**src/rtl/cluster_pkg.sv**
```systemverilog
`default_nettype none
// +----------------------------------------------------------------------+
// | cluster_pkg : shared defaults, FSM state encoding and point type     |
// | Revision    : 1.0                                                    |
// +----------------------------------------------------------------------+
package cluster_pkg;

  localparam int CLUSTER_N = 16;
  localparam int CLUSTER_K = 2;
  localparam int CLUSTER_Q = 32;

  typedef enum logic [2:0] {
    ST_LOAD  = 3'd0,
    ST_PAD   = 3'd1,
    ST_START = 3'd2,
    ST_WAIT  = 3'd3,
    ST_DRAIN = 3'd4
  } state_e;

  typedef struct packed {
    logic [CLUSTER_Q-1:0] x;
    logic [CLUSTER_Q-1:0] y;
  } point_t;

endpackage
`default_nettype wire

```
**src/rtl/cluster_stream_frontend.sv**
```systemverilog
`default_nettype none
// +----------------------------------------------------------------------+
// | cluster_stream_frontend : frames streamed points for a cluster       |
// | engine, runs it under a watchdog and drains its centroids.           |
// | Revision : 1.0                                                       |
// +----------------------------------------------------------------------+
module cluster_stream_frontend
  import cluster_pkg::*;
#(
  parameter int N       = CLUSTER_N,
  parameter int K       = CLUSTER_K,
  parameter int Q       = CLUSTER_Q,
  parameter int TIMEOUT = 4096,
  localparam int IW     = (K > 1) ? $clog2(K) : 1
) (
  input  logic          clk,
  input  logic          rst,
  input  logic          in_valid,
  output logic          in_ready,
  input  logic [Q-1:0]  in_x,
  input  logic [Q-1:0]  in_y,
  input  logic          in_last,
  output logic [Q-1:0]  x [N],
  output logic [Q-1:0]  y [N],
  output logic          start,
  input  logic          done,
  input  logic [Q-1:0]  centroid_x [K],
  input  logic [Q-1:0]  centroid_y [K],
  output logic          out_valid,
  input  logic          out_ready,
  output logic [IW-1:0] out_idx,
  output logic [Q-1:0]  out_x,
  output logic [Q-1:0]  out_y,
  output logic          short_frame,
  output logic          timeout
);

  localparam int CW = (N > 1) ? $clog2(N) : 1;
  localparam int WW = $clog2(TIMEOUT + 1);

  state_e        state_q, state_d;
  logic [CW-1:0] cnt_q;
  logic [IW-1:0] i_q;
  logic [WW-1:0] wd_q;
  logic [Q-1:0]  x_q [N];
  logic [Q-1:0]  y_q [N];
  logic [Q-1:0]  cap_x_q [K];
  logic [Q-1:0]  cap_y_q [K];
  logic          short_q;
  logic          timeout_q;

  logic cnt_last, i_last, wd_expired;
  assign cnt_last   = (cnt_q == CW'(N - 1));
  assign i_last     = (i_q == IW'(K - 1));
  assign wd_expired = (wd_q == WW'(TIMEOUT - 1));

  always_ff @(posedge clk) begin
    if (rst) state_q <= ST_LOAD;
    else     state_q <= state_d;
  end

  always_comb begin
    state_d = state_q;
    case (state_q)
      ST_LOAD: begin
        if (in_valid) begin
          if (cnt_last)     state_d = ST_START;
          else if (in_last) state_d = ST_PAD;
        end
      end
      ST_PAD:   if (cnt_last) state_d = ST_START;
      ST_START: state_d = ST_WAIT;
      ST_WAIT: begin
        if (done)            state_d = ST_DRAIN;
        else if (wd_expired) state_d = ST_LOAD;
      end
      ST_DRAIN: if (out_ready && i_last) state_d = ST_LOAD;
      default:  state_d = ST_LOAD;
    endcase
  end

  // Handshake outputs are forced low while reset is held, before the first edge.
  always_comb begin
    in_ready  = 1'b0;
    start     = 1'b0;
    out_valid = 1'b0;
    if (!rst) begin
      case (state_q)
        ST_LOAD:  in_ready  = 1'b1;
        ST_START: start     = 1'b1;
        ST_DRAIN: out_valid = 1'b1;
        default: ;
      endcase
    end
  end

  always_ff @(posedge clk) begin
    if (rst) begin
      cnt_q     <= '0;
      i_q       <= '0;
      wd_q      <= '0;
      short_q   <= 1'b0;
      timeout_q <= 1'b0;
      for (int n = 0; n < N; n++) begin
        x_q[n] <= '0;
        y_q[n] <= '0;
      end
      for (int k = 0; k < K; k++) begin
        cap_x_q[k] <= '0;
        cap_y_q[k] <= '0;
      end
    end else begin
      case (state_q)
        ST_LOAD: begin
          if (in_valid) begin
            x_q[cnt_q] <= in_x;
            y_q[cnt_q] <= in_y;
            cnt_q      <= cnt_last ? '0 : cnt_q + 1'b1;
            if (cnt_q == '0) begin
              short_q   <= 1'b0;
              timeout_q <= 1'b0;
            end
            // An early last on the very first point must still flag the frame.
            if (in_last && !cnt_last) short_q <= 1'b1;
          end
        end
        ST_PAD: begin
          x_q[cnt_q] <= '0;
          y_q[cnt_q] <= '0;
          cnt_q      <= cnt_last ? '0 : cnt_q + 1'b1;
        end
        ST_WAIT: begin
          if (done) begin
            wd_q <= '0;
            for (int k = 0; k < K; k++) begin
              cap_x_q[k] <= centroid_x[k];
              cap_y_q[k] <= centroid_y[k];
            end
          end else if (wd_expired) begin
            wd_q      <= '0;
            timeout_q <= 1'b1;
          end else begin
            wd_q <= wd_q + 1'b1;
          end
        end
        ST_DRAIN: begin
          if (out_ready) i_q <= i_last ? '0 : i_q + 1'b1;
        end
        default: ;
      endcase
    end
  end

  assign x           = x_q;
  assign y           = y_q;
  assign out_idx     = rst ? '0 : i_q;
  assign out_x       = rst ? '0 : cap_x_q[i_q];
  assign out_y       = rst ? '0 : cap_y_q[i_q];
  assign short_frame = short_q & ~rst;
  assign timeout     = timeout_q & ~rst;

endmodule
`default_nettype wire
```
**config.mk**
```make
export PLATFORM = sky130hd
export DESIGN_NAME = cluster_stream_frontend
export DESIGN_NICKNAME = d
export VERILOG_FILES = /design/src/rtl/cluster_pkg.sv /design/src/rtl/cluster_stream_frontend.sv
export SDC_FILE = /design/constraint.sdc
export NUM_CORES = 2
export LEC_CHECK = 0
export BUFFER_PORTS_ARGS = -buffer_cell sky130_fd_sc_hd__clkbuf_2
export CAP_MARGIN = 25
export CORE_AREA = 2 2 500 502
export DETAILED_ROUTE_END_ITERATION = 8
export DIE_AREA = 0 0 502 504
export HOLD_SLACK_MARGIN = 0.12
export SYNTH_ARGS = -nofsm -noshare
export SYNTH_HDL_FRONTEND = slang
export SYNTH_SLANG_ARGS = --single-unit
```
**constraint.sdc**
```tcl
create_clock -name clk -period 4.14 [get_ports clk]
set_clock_uncertainty 0.2 [all_clocks]
set_input_delay 0.207 -clock clk [delete_from_list [all_inputs] [get_ports clk]]
set_output_delay 0.207 -clock clk [all_outputs]
set_load 0.01 [all_outputs]
```
==> flow_results.org <==
** Logic synthesis
- The mapped netlist covers 38290 µm².
- During synthesis, Yosys emitted a total of 0 warnings.
- Instance count of the mapped netlist :: around 4000
- After Yosys synthesis, full adders, half adders and majority gates account for 0.1634% of the synthesized area.
- In this run the biggest area consumer among cell types represents 54.79% of the synthesized area.
- Among all cell types in the netlist, the one instantiated most often is nand2_1.
- Most used flip-flop cell after synthesis :: dfxtp_1
- After synthesis, the share of flip-flops with an asynchronous set or reset is 0%.
- In the synthesized netlist, mux cells make up 1.673% of the area.
- dfxtp_1 takes more of the synthesized area than any other cell.
- Counting flops with a built-in enable in the synthesized netlist gives 128.
- By count the netlist is led by 1110 x nand2_1, 1048 x dfxtp_1, 844 x o21ai_0, 188 x clkbuf_1, 188 x o21ai_1.
- Of the total synthesized cell area, the portion taken by AND, OR, NAND and NOR gates is 14.78%.
- In this run, synthesis produced a sequential element count of 1176.
- By area, the combinational part of the netlist is dominated by simple AND/OR/NAND/NOR gates.
- The number of different library cells used by synthesis comes to 48.
- Summing the areas of all compound-gate instances in the mapped netlist gives 14.73% of the synthesized area.
- Sequential area share after synthesis :: approximately two thirds
- In the post-synthesis netlist, the biggest area contributors are dfxtp_1 55%, o21ai_0 11%, nand2_1 11%.
- Area share of xor/xnor cells in the synthesized design :: 0.1372%
- Syn_nets :: 4234
- Synthesized area per cell :: 9.499 µm²

** Pwr
- Pwr/cell area :: 458.5 nW/µm²
- Peak supply drop :: between 0.0003 and 0.0004 V
- In this run switching power makes up 25.45% of total power.
- The share of total power dissipated in the clock network is 47.4%.
- Cell internal pwr :: roughly 19 mW
- The completed layout was analyzed and its total power is approximately 26 mW.
- The analysis attributes to cell leakage a power of 23.07 nW.
- Logic gate share of total power :: 7.3%
- Sw power :: 6.630 mW
- Sequential cells burn 45.3% of the power.

** Placement
- Area of placed instances :: 48890 µm²
- The congestion estimate from routability-driven global placement came to between 0.8 and 0.9.
- Once detailed placement completed, the half-perimeter wirelength came to 140600 µm.
- In this run the tool buffered the top-level ports with 1291 buffer cells.

** STA
- Post-route setup TNS :: 0 ps
- Pin slew with the least headroom to its limit :: around 1100 ps
- Setup repair after global routing left no endpoint under its margin.
- Final worst path period need :: 3799 ps
- The worst path uses slightly above 90% of the clock period.
- Final worst hold slack :: roughly 160 ps
- The total count of max-transition violations in the final report is 0.
- Endpoints failing hold :: 0
- Max-slew headroom :: 29.27%
- Setup violations remaining at the end of the flow were counted as 0.
- Static timing analysis puts the maximum clock frequency at 263.2 MHz.

** Die
- I/O pin cnt :: roughly 1300
- Once the floorplan was initialized, standard cells occupied 15.47% of the core.
- The die is ~500 µm tall.
- In this run the standard cell core region covers 247500 µm².
- The die covers 253000 µm².
- In this run the horizontal extent of the chip is around 500 µm.
- After floorplanning, the core was divided into 183 placement rows.

** Route
- DRC violations left :: 0
- For this block, the initial DRC count from the detailed router was 3409.
- TritonRoute pass-1 iters :: 8
- Number of antenna-violating nets in the routed design :: 0
- Signal routing reaches up to met5.
- After detailed routing, the met2 layer carries 97800 µm of wire.
- For this block, the routed nets add up to around 210000 µm of wire.
- Summed over all nets, wire length on met3 after detailed routing comes to 19750 µm.
- Detailed-route wire length per cell :: 22.89 µm
- Met1 WL :: 76980 µm
- After detailed routing, the number of vias per cell comes to 4.093.
- The final route contains 37020 vias.

** Worst setup path
- Data arrives at the worst endpoint at 4250 ps.
- Critical-path cell with the highest stage delay :: ha_1
- The cell family contributing the most delay on the critical path is buffers and inverters.
- The largest single stage delay on the critical path is 780 ps.
- The cell that appears most often on the critical path is dlygate4sd3_1.
- For the worst setup path, the data required time is around 4600 ps.
- Kind of end point of the critical path :: register
- STA classifies the critical path startpoint as a register.
- In this run the worst path has a maximum fanout of 23.
- Walking the worst path, the cells encountered are inv_1 -> ha_1 -> nand3_4 -> a32oi_1 -> dlygate4sd3_1 -> nor2_1 -> dlygate4sd3_1.
- The setup path with the least slack is of type reg2reg.
- Number of buffer and inverter stages on the critical path :: 3

** CTS
- For this design, the sink count on the clock tree is 1176.
- After clock tree synthesis, the setup repair step added 0 buffers.
- Inserted Clock Buffers :: 134
- Clock tree root driver cell :: clkbuf_16
- Worst-case clock buffer depth :: 3
- Max H-tree Level :: 4
- For the worst-skew pair, the clock arrives at the later sink with an insertion delay of 770 ps.
- TritonCTS built the clock tree.
- After clock tree synthesis, the clock-pin slew on the worst setup and hold paths is 60 ps.

** Layout
- Post-synthesis to final-layout area growth :: 48.41%
- The net count of the finished layout is 5779.
- Fillers :: about 27000
- Fraction of final layout cells with drive strength greater than 1 :: 29.24%
- The finished cells cover 56820 µm².

** Global route
- The number of antenna violations at the first check in global routing came to 49.
- Entering global routing, the biggest net connects 76 pins.
- The number of global-route vias before repair was between 30000 and 40000.
- Global routing finished with a remaining overflow of 0.
- Global-route total usage across every layer :: between 10% and 20%
- First-pass GRT wire length :: between 200000 and 300000 µm

** Min path
- Class of the worst hold path :: in2reg

** Run
- Max-cap violations :: 0

** Outcome
- The flow ran to the end, and the final reports show no timing, DRC or antenna violations.
## registers in the layout, summed over array words and instances, names as in the netlist, named ones only
signal,cells
cap_y_q,64
i_last,1
cap_x_q,64
y,512
wd_q,13
short_q,1
state_q,3
timeout_q,1
x,512
cnt_q,4
## through the flow
step,std cells,util [%],worst slack (ps)
after CTS,9009,22.91,102.0
final,9044,22.96,340.9
after global routing,9014,22.93,100.9
after floorplan,4031,-,1154
after global placement,8437,19.71,979.5
after detailed placement,8441,19.75,905.2
## cell type report
class                           instances  area (µm²)  area share, %
Multi-Input combinational cell       2529       12410          21.85
Clock buffer                          193        3921          6.901
Clock inverter                         48       623.1          1.097
Tap cell                             3330        4167          7.332
Sequential cell                      1176       24830          43.69
Timing Repair Buffer                 1728       10760          18.94
Inverter                                7       28.78        0.05064
Antenna cell                           33       82.58         0.1453
## metal layers
layer | vias up | GRT usage (%)
li1 | 16570 | -
met1 | 17710 | 17.51
met2 | 2242 | 26.25
met3 | 490 | 4.072
met4 | 6 | 8.631
met5 | - | 0
## power by group through the flow
stage	sequential, mW	clock (mW)	combinational, mW
after floorplan	12.1	0	0.555
after global placement	12.0	0	1.63
after detailed placement	12.1	0	1.67
after CTS	11.8	12.7	1.90
after global routing	11.8	13.1	2.00
final	11.8	12.3	1.90
## layout by cell type (no fill, tap or decap), types with 6 or more instances in the layout
cell type | netlist | routed
o21ai_1 | 188 | 188
a41oi_4 | 3 | 15
inv_1 | 7 | 6
clkinv_2 | 0 | 13
clkbuf_1 | 188 | 30
clkbuf_2 | 0 | 1290
clkbuf_16 | 0 | 139
nand3_4 | 0 | 7
o21ai_0 | 844 | 844
clkbuf_8 | 0 | 24
buf_12 | 0 | 11
a31oi_1 | 12 | 11
nand2_1 | 1110 | 1095
nand2_4 | 0 | 10
dfxtp_1 | 1048 | 1047
nand3_1 | 21 | 14
nand2_2 | 4 | 9
and2_1 | 134 | 134
diode_2 | 0 | 33
bufinv_16 | 0 | 8
edfxtp_1 | 128 | 128
nor2_1 | 74 | 72
dlygate4sd3_1 | 0 | 327
inv_6 | 0 | 8
mux2i_1 | 64 | 64
a21oi_1 | 6 | 6
buf_4 | 8 | 97
## worst paths after layout
check,start,to,slack [ps],depth (start not counted)
setup / recovery,cnt_q[0],short_q,340,7
hold reg to reg,y[348],y[348],250,2
hold / removal,in_x[11],x[75],160,3
setup reg to reg,cnt_q[0],short_q,340,7
## cell families after synthesis
| group | count (synthesis) |
|---|---|
| AO/OA/AOI/OAI | 1076 |
| adder cells (fa/ha/maj) | 5 |
| multiplexers | 64 |
| XOR/XNOR | 6 |
| flip-flops | 1176 |
| AND/OR/NAND/NOR | 1377 |
| buffers and inverters | 327 |
## timing repair
action	4_1_cts	5_1_grt
setup endpoints to repair	0	1
resized for setup	0	0
hold endpoints to repair	916	0
hold buffers	327	0
## worst min-delay path, delay by kind of cell
family	cells	cell delay [ps]
buffers and inverters	1	90
AOI/OAI and AO/OA	1	330
and+or+nand+nor	1	450
Note: power is estimated with default switching activity, not from simulation.
